File: config.mk
export PLATFORM = sky130hd
export DESIGN_NAME = tx_arbiter
export DESIGN_NICKNAME = d
export VERILOG_FILES = /design/src/rtl/tx_arbiter.sv
export SDC_FILE = /design/constraint.sdc
export NUM_CORES = 1
export LEC_CHECK = 0
export ABC_AREA = 1
export CAP_MARGIN = 40
export CORE_AREA = 4 4 101 103
export CTS_CLUSTER_SIZE = 14
export DETAILED_ROUTE_END_ITERATION = 8
export DIE_AREA = 0 0 105 107
export PLACE_DENSITY_LB_ADDON = 0.2
export SLEW_MARGIN = 20
export SYNTH_ARGS = -nofsm -noshare
export SYNTH_HDL_FRONTEND = slang
export SYNTH_SLANG_ARGS = --single-unit
export TNS_END_PERCENT = 1
File: constraint.sdc
create_clock -name clk -period 5.25 [get_ports clk]
set_input_delay 1.05 -clock clk [delete_from_list [all_inputs] [get_ports clk]]
set_output_delay 1.05 -clock clk [all_outputs]
set_load 0.03 [all_outputs]
File: src/rtl/tx_arbiter.sv
// Round-robin arbiter that lets NREQ byte-stream requesters share one UART Sender.
// A granted requester keeps the Sender for a packet: until reqLast, MAX_BURST bytes, or LOCK_IDLE idle cycles.
module tx_arbiter #(
  parameter int unsigned NREQ         = 3,
  parameter int unsigned MAX_BURST    = 16,
  parameter int unsigned BUSY_TIMEOUT = 4,
  parameter int unsigned LOCK_IDLE    = 8
) (
  input  logic              clk,
  input  logic              reset,
  input  logic [NREQ-1:0]   req,
  input  logic [8*NREQ-1:0] reqData,
  input  logic [NREQ-1:0]   reqLast,
  output logic [NREQ-1:0]   reqAck,
  output logic [NREQ-1:0]   grant,
  output logic              doTransmit,
  output logic [7:0]        TxData,
  input  logic              isBusy,
  output logic              txTimeout
);

  localparam int unsigned PTR_W   = (NREQ > 1) ? $clog2(NREQ) : 1;
  localparam int unsigned BURST_W = $clog2(MAX_BURST + 1);
  localparam int unsigned TO_W    = (BUSY_TIMEOUT > 1) ? $clog2(BUSY_TIMEOUT + 1) : 1;
  localparam int unsigned IDLE_W  = (LOCK_IDLE > 1) ? $clog2(LOCK_IDLE + 1) : 1;

  typedef enum logic [1:0] {
    ARB     = 2'd0,
    WAIT_HI = 2'd1,
    WAIT_LO = 2'd2,
    LOCKED  = 2'd3
  } state_e;

  state_e             state_q, state_d;
  logic [PTR_W-1:0]   rr_q, rr_d;
  logic [PTR_W-1:0]   owner_q, owner_d;
  logic [BURST_W-1:0] burst_q, burst_d;
  logic [TO_W-1:0]    to_q, to_d;
  logic [IDLE_W-1:0]  idle_q, idle_d;
  logic               last_q, last_d;
  logic [NREQ-1:0]    ack_q, ack_d;
  logic [NREQ-1:0]    grant_q, grant_d;
  logic               dotx_q, dotx_d;
  logic [7:0]         data_q, data_d;
  logic               tout_q, tout_d;

  logic               sel_found;
  logic [PTR_W-1:0]   sel_idx;
  logic [PTR_W-1:0]   cap_idx;
  logic [7:0]         cap_byte;
  logic [PTR_W-1:0]   owner_next;
  logic               do_cap;
  logic               do_end;
  int unsigned        scan_j;

  // First requesting index at or above rrPtr, wrapping modulo NREQ.
  always_comb begin
    sel_found = 1'b0;
    sel_idx   = '0;
    scan_j    = 0;
    for (int unsigned k = 0; k < NREQ; k++) begin
      scan_j = 32'(rr_q) + k;
      if (scan_j >= NREQ) scan_j = scan_j - NREQ;
      if (!sel_found && req[PTR_W'(scan_j)]) begin
        sel_found = 1'b1;
        sel_idx   = PTR_W'(scan_j);
      end
    end
  end

  // While locked only the owner may be captured.
  always_comb begin
    cap_idx = (state_q == LOCKED) ? owner_q : sel_idx;
  end

  always_comb begin
    cap_byte = '0;
    for (int unsigned i = 0; i < NREQ; i++) begin
      if (cap_idx == PTR_W'(i)) cap_byte = reqData[8*i +: 8];
    end
  end

  assign owner_next = (owner_q == PTR_W'(NREQ - 1)) ? '0 : owner_q + PTR_W'(1);

  always_comb begin
    state_d = state_q;
    rr_d    = rr_q;
    owner_d = owner_q;
    burst_d = burst_q;
    to_d    = to_q;
    idle_d  = idle_q;
    last_d  = last_q;
    ack_d   = '0;
    grant_d = grant_q;
    dotx_d  = 1'b0;
    data_d  = data_q;
    tout_d  = 1'b0;
    do_cap  = 1'b0;
    do_end  = 1'b0;

    unique case (state_q)
      ARB: begin
        do_cap = !isBusy && sel_found;
      end
      WAIT_HI: begin
        if (isBusy) begin
          state_d = WAIT_LO;
          to_d    = '0;
        end else if (to_q == TO_W'(BUSY_TIMEOUT - 1)) begin
          tout_d = 1'b1;
          do_end = 1'b1;
        end else begin
          to_d = to_q + TO_W'(1);
        end
      end
      WAIT_LO: begin
        if (!isBusy) begin
          if (last_q || (burst_q == BURST_W'(MAX_BURST))) begin
            do_end = 1'b1;
          end else begin
            state_d = LOCKED;
            idle_d  = '0;
          end
        end
      end
      LOCKED: begin
        if (req[owner_q]) begin
          idle_d = '0;
          do_cap = !isBusy;
        end else if (idle_q == IDLE_W'(LOCK_IDLE - 1)) begin
          do_end = 1'b1;
        end else begin
          idle_d = idle_q + IDLE_W'(1);
        end
      end
      default: state_d = ARB;
    endcase

    if (do_cap) begin
      data_d           = cap_byte;
      dotx_d           = 1'b1;
      ack_d[cap_idx]   = 1'b1;
      grant_d          = '0;
      grant_d[cap_idx] = 1'b1;
      owner_d          = cap_idx;
      burst_d          = burst_q + BURST_W'(1);
      last_d           = reqLast[cap_idx];
      to_d             = '0;
      state_d          = WAIT_HI;
    end

    // Packet end: release the Sender and hand priority to the next requester.
    if (do_end) begin
      grant_d = '0;
      burst_d = '0;
      rr_d    = owner_next;
      to_d    = '0;
      idle_d  = '0;
      state_d = ARB;
    end
  end

  always_ff @(posedge clk) begin
    if (reset) begin
      state_q <= ARB;
      rr_q    <= '0;
      owner_q <= '0;
      burst_q <= '0;
      to_q    <= '0;
      idle_q  <= '0;
      last_q  <= 1'b0;
      ack_q   <= '0;
      grant_q <= '0;
      dotx_q  <= 1'b0;
      data_q  <= 8'h00;
      tout_q  <= 1'b0;
    end else begin
      state_q <= state_d;
      rr_q    <= rr_d;
      owner_q <= owner_d;
      burst_q <= burst_d;
      to_q    <= to_d;
      idle_q  <= idle_d;
      last_q  <= last_d;
      ack_q   <= ack_d;
      grant_q <= grant_d;
      dotx_q  <= dotx_d;
      data_q  <= data_d;
      tout_q  <= tout_d;
    end
  end

  assign reqAck     = ack_q;
  assign grant      = grant_q;
  assign doTransmit = dotx_q;
  assign TxData     = data_q;
  assign txTimeout  = tout_q;

endmodule

==> Yosys cells after proc, flatten, opt, wreduce, memory -nomap -nowiden <==
Index checks and enable logic that the tools add are counted.
{ "op_classes": {"mux": 48, "bitwise": 2, "order_cmp": 9, "eq_ne": 17, "reduce_logical": 21, "n_addsub": 9} }
{ "op_table": {"columns": ["operator", "n"], "rows": [
  ["2-to-1 mux 8 bit", 3],
  ["2-to-1 mux 2 bit", 11],
  ["2-to-1 mux 1 bit", 18],
  ["2-to-1 mux 4 bit", 4],
  ["less-than comparator 2 x 3 -> 1 bit (second input constant)", 5],
  ["!= test 3 bit (second input constant)", 4],
  ["AND reduction 4 bit", 3],
  ["binary-select mux 1 bit (select 2 bit)", 5],
  ["equality test 2 bit (second input constant)", 4],
  ["!= test 2 bit (second input constant)", 4],
  ["one-hot mux 4 bit (2 select lines)", 1],
  ["greater-or-equal comparator 3 x 2 -> 1 bit (second input constant)", 2],
  ["2-to-1 mux 3 bit", 2],
  ["OR reduction 2 bit", 3],
  ["subtractor 2 bit (second input constant)", 3],
  ["adder 5 x 1 -> 5 bit (second input constant)", 1],
  ["equality test 5 bit (second input constant)", 1],
  ["adder 4 x 1 -> 4 bit (second input constant)", 1],
  ["equality test 2 x 1 -> 1 bit (second input constant)", 2],
  ["equality test 4 x 3 -> 1 bit (second input constant)", 1],
  ["logical AND 1 bit", 4],
  ["zero test 2 bit", 2],
  ["one-hot mux 2 bit (2 select lines)", 1],
  ["nonzero test 2 bit", 2],
  ["16 further kinds", 19]
]} }
{ "totals": {"word_cells": 119, "out_inout_bits": 16, "input_bits": 33, "regBits": 35} }

==> Longest topological paths before layout <==
{ "logic_depth": {"depth_word": 16, "depth_mapped": 17, "ltp_nobuf": 17} }

==> Worst setup path before layout <==
No wires, ideal clock.
{ "synth_timing": {"path_type": "input -> register", "from": "input req[1]", "to": "register data_q[3] (netlist: TxData[3])", "t_arrival_ps": 2017, "setup_slack_ps": 3120, "path_stages": 13, "cell_sequence": "inv_1 nand2_1 nand3_1 nand2_1 nor2_4 nand3_1 nand3_2 nand2_4 buf_6 nand3_1 nand3_1 nand2_1 nand2_1"} }
{ "synth_between": {"elab_chain_cells": 14, "word_cells_on_any_way": 28} }
{ "synth_lines": {"columns": ["element", "line_no", "rtl"], "rows": [
  ["start, declared", "11", "input logic [NREQ-1:0] req,"],
  ["binary-select mux 1 bit (select 2 bit)", "64", "if (!sel_found && req[PTR_W'(scan_j)]) begin"],
  ["2-to-1 mux 1 bit (not written as such)", "64", null],
  ["2-to-1 mux 1 bit", "64", null],
  ["zero test 1 bit", "64", null],
  ["logical AND 1 bit", "64", null],
  ["2-to-1 mux 1 bit", "64", null],
  ["zero test 1 bit", "64", null],
  ["logical AND 1 bit", "64", null],
  ["2-to-1 mux 2 bit", "64", null],
  ["2-to-1 mux 2 bit", "73", "cap_idx = (state_q == LOCKED) ? owner_q : sel_idx;"],
  ["zero test 2 bit", "79", "if (cap_idx == PTR_W'(i)) cap_byte = reqData[8*i +: 8];"],
  ["2-to-1 mux 8 bit (3 in series)", "79", null],
  ["end signal, assigned", "188", "data_q <= data_d;"],
  ["end, declared", "44", "logic [7:0] data_q, data_d;"]
]} }
Parallel ways exist; a longest one is shown, timed or not. The select of a mux whose other input is x is not followed.
A chain may end at the register's enable or synchronous reset.

==> Worst setup path after layout <==
{ "layout_timing": {"from": "input req[1]", "to": "register last_q"} }
{ "layout_between": {"elab_chain_cells": 12, "word_cells_on_any_way": 24} }
{ "layout_lines": {"columns": ["element", "line_no", "rtl"], "rows": [
  ["binary-select mux 1 bit (select 2 bit)", "64", null],
  ["2-to-1 mux 1 bit (not written as such)", "64", null],
  ["2-to-1 mux 1 bit", "64", null],
  ["zero test 1 bit", "64", null],
  ["logical AND 1 bit", "64", null],
  ["2-to-1 mux 1 bit", "64", null],
  ["zero test 1 bit", "64", null],
  ["logical AND 1 bit", "64", null],
  ["2-to-1 mux 2 bit", "64", null],
  ["2-to-1 mux 2 bit", "73", null],
  ["binary-select mux 1 bit (select 2 bit)", "147", "last_d = reqLast[cap_idx];"],
  ["2-to-1 mux 1 bit (not written as such)", "147", null],
  ["end signal, assigned", "184", "last_q <= last_d;"],
  ["end, declared", "40", "logic last_q, last_d;"]
]} }
Parallel ways exist; a longest one is shown, timed or not. The select of a mux whose other input is x is not followed.

==> flow_summary.yaml <==
logic_synthesis:
  seq_area_frac_synth_pct: 33.37
  yosys_warnings: 0
  synth.area.top_cells: "dfxtp_1 33%, nand2_1 12%, nand3_1 8.6%"
  yosys.area_share.simple_pct: 39.21
  synth_area_mm2: 0.002100
  synth_top_family_by_area: "simple AND/OR/NAND/NOR gates"
  ys_types: 31
  avgSynthCellArea_um2: 7.045
  yosys.area_share.adder_pct: 7.151
  ys.flop_type: "dfxtp_1"
  syn_nets: 343
  synth.most_common_cell: "nand2_1"
  synth_xor_area_share_pct: 0.8343
  synth.top_cells.by_count: "66 x nand2_1, 36 x nand3_1, 35 x dfxtp_1"
  synth_edf_count: 0
  ys_seq_elements: 35
  synthesis.instances: 298
  muxShareOfSynthArea_pct: 0
  synth_compound_area_share_pct: 10.07
  synth_top_area_cell: "dfxtp_1"
  yosysTopAreaCellShare_pct: 33.37
  async_flop_share_pct: 0
grt:
  antenna_found_initial: 0
  grt_pass1_vias: 1938
  use_met3_pct: 2.769
  overflow: 0
  grt_pass1_wl_um: 8928
  grtUsageMet2_pct: 16.45
  grt_use_met1_pct: 12.05
  track_usage_pct: 9.769
  grt-busiest-layer: "met2"
  grt_max_degree: 20
routing:
  first_pass_iters: 4
  drtIter0Drc: 58
  ant_nets: 0
  num_vias: 1972
  drt_wl_total_um: 5227
  drc: 0
  routed_via_density: 4.268
  wl_per_cell_um: 11.31
floorplanning:
  top_level_ports: 49
  rows: 35
  start_util_pct: 22.83
  die_area_mm2: 0.01124
  die_h_um: 107
  fp.dieW_um: 105
  core_mm2: 0.009196
cts:
  htreeDepth: 2
  max-clock-path-buffers: 2
  cts_buffers: 5
  cts_resized: 0
  clock_latency_ns: 0.29
  cts.sinks: 35
  cts-root-buf: "clkbuf_8"
  cts_tree: "built"
  hold_buffers: 0
  clkTransAtPathRegs_ns: 0.07
  cts_setup_buffers: 0
critical_path:
  worst-path-buf-inv: 5
  reg2reg_depth: 15
  worstPathCellList: "clkdlybuf4s50_1 > inv_1 > nand2_1 > nand3_1 > nand2_2 > inv_1 > nand2_1 > nand2_2 > nand2_4 > nand2_4 > nand2_4 > clkinv_4 > nand2_1 > nand2_1 > inv_1 > nand2_1"
  crit_cells: 16
  arrival_ns: 2.80
  start_kind: "input pin"
  critical_path_class: "in -> reg"
  r2r-end: "to_q[1]$_SDFFE_PP0P_"
  critPathSlowestCell: "clkdlybuf4s50_1"
  r2r_slack_ns: 3.16
  crit_path_frequent_cell: "nand2_1"
  slowest_delay_ns: 0.54
  cp-end-kind: "flip-flop"
  required_ns: 5.43
  path_delay_family: "simple AND/OR/NAND/NOR gates"
  r2r_start: "rr_q[0]$_SDFFE_PP0P_"
  cp_max_fo: 13
placed_design:
  dp_hpwl_um: 4250
  gp_congestion: 0.7867
  io_buffers: 48
timing:
  setup_violations: 0
  hold_viol: 0
  finalSetupTns_ns: 0
  max_freq_mhz: 381.2
  worst_pin_slew_ns: 0.4535
  min_period_ns: 2.623
  finalCritPeriodShare_pct: 49.97
  slew_headroom_pct: 69.66
  drv_slew: 0
  rsz0062_at_grt: "false"
  skew_ns: 0.007333
power_and_ir_drop:
  power.density_mw_per_mm2: 399.3
  p_leak_nw: 1.199
  ir_worst_vdd_uv: 225.9
hold_path:
  hold_path_class: "reg -> reg"
  hp-start: "TxData[5]$_SDFFE_PP0P_"
  holdPathEnd: "TxData[5]$_SDFFE_PP0P_"
  hold_depth: 2
outcome:
  status: "complete, no violations"
layout:
  drive_above_1_share_pct: 12.54
  syn2layout_area_growth_pct: 33.49
  nFillCells: 1030
  utilization_pct: 30.48
  diodes: 0
  layout.nets: 395
flow_run:
  timing.max_cap.violations: 0
-- layout by cell type, fill, tap and decap left out, types with 3 or more instances in the layout --
| master | Yosys | layout |
|---|---|---|
| dfxtp_1 | 35 | 35 |
| nand3_2 | 5 | 5 |
| nand2_4 | 4 | 4 |
| nor3_1 | 5 | 5 |
| nand2_1 | 66 | 66 |
| o21ai_1 | 7 | 7 |
| clkdlybuf4s50_1 | 0 | 48 |
| nor2_1 | 33 | 33 |
| o22ai_1 | 5 | 5 |
| nand2_2 | 6 | 6 |
| clkbuf_8 | 0 | 6 |
| a21oi_1 | 14 | 14 |
| ha_1 | 12 | 12 |
| inv_1 | 33 | 33 |
| inv_2 | 8 | 8 |
| nand3_1 | 36 | 36 |
| nor2_4 | 3 | 3 |
| o21ai_0 | 5 | 5 |
-- where the power goes --
| part | total, mW | internal, mW | switching, mW | leakage [nW] |
|---|---|---|---|---|
| registers | 0.367 | 0.327 | 0.0398 | 0.285 |
| logic | 0.499 | 0.185 | 0.313 | 0.853 |
| clock network | 0.253 | 0.154 | 0.0998 | 0.0612 |
-- metrics by stage --
stage          hold WS (ns)  worst slack [ns]  instances  total power, mW  area, um^2
2_1_floorplan        0.4510             3.120        298           0.7310        2100
3_3_place_gp         0.4466             2.293        454           0.8828        2685
3_5_place_dp         0.4425             2.295        454           0.8815        2685
4_1_cts              0.4590             2.598        462            1.141        2803
5_1_grt              0.4848             2.434        462            1.215        2803
6_report             0.4543             2.627        462            1.119        2803
-- logic make-up (layout without fill, tap and decap cells) --
logic type / after synthesis / after routing
AOI/OAI and AO/OA: 37 / 37
xor gates and xnor gates: 2 / 2
adders and majority gates: 12 / 12
buffers and inverters: 45 / 98
DFF: 35 / 35
and+or+nand+nor: 167 / 167
-- metal layers --
metal  share of wire, %  wire length (um)
met5                  0                 0
met4                1.3                68
met3                6.4               336
met2                 46              2412
met1                 46              2409
-- state kept, by name (all words and copies together) (netlist names) --
name        count
grant           3
burst_q         5
state_q         2
last_q          1
idle_q          4
to_q            3
reqAck          3
txTimeout       1
owner_q         2
rr_q            2
doTransmit      1
TxData          8
-- how the worst max path moves through the flow --
stage | from | endpoint | slack (ns)
after global routing | req[1] | to_q[0]$_SDFFE_PP0P_ | 2.43
after floorplan | req[1] | TxData[3]$_SDFFE_PP0P_ | 3.12
after detailed placement | req[2] | TxData[0]$_SDFFE_PP0P_ | 2.30
final | req[1] | last_q$_SDFFE_PP0P_ | 2.63
after CTS | req[1] | last_q$_SDFFE_PP0P_ | 2.60
after global placement | req[1] | last_q$_SDFFE_PP0P_ | 2.29
-- worst min-delay path, stage by stage, from the launching register on --
cell     delay [ns]
dfxtp_1        0.31
nand2_1        0.06
nand2_1        0.04
-- layout make-up --
class                   count  area, um^2  share of cell area, %
repair buffers             48       480.5                  17.14
multi-input cells         218        1202                  42.90
inverters                  42       162.7                  5.804
clock inverters             2       35.03                  1.250
well taps                 111       138.9                  4.955
clock buffers               6       82.58                  2.946
flip-flops and latches     35       700.7                  25.00
Note: power is estimated with default switching activity, not from simulation.
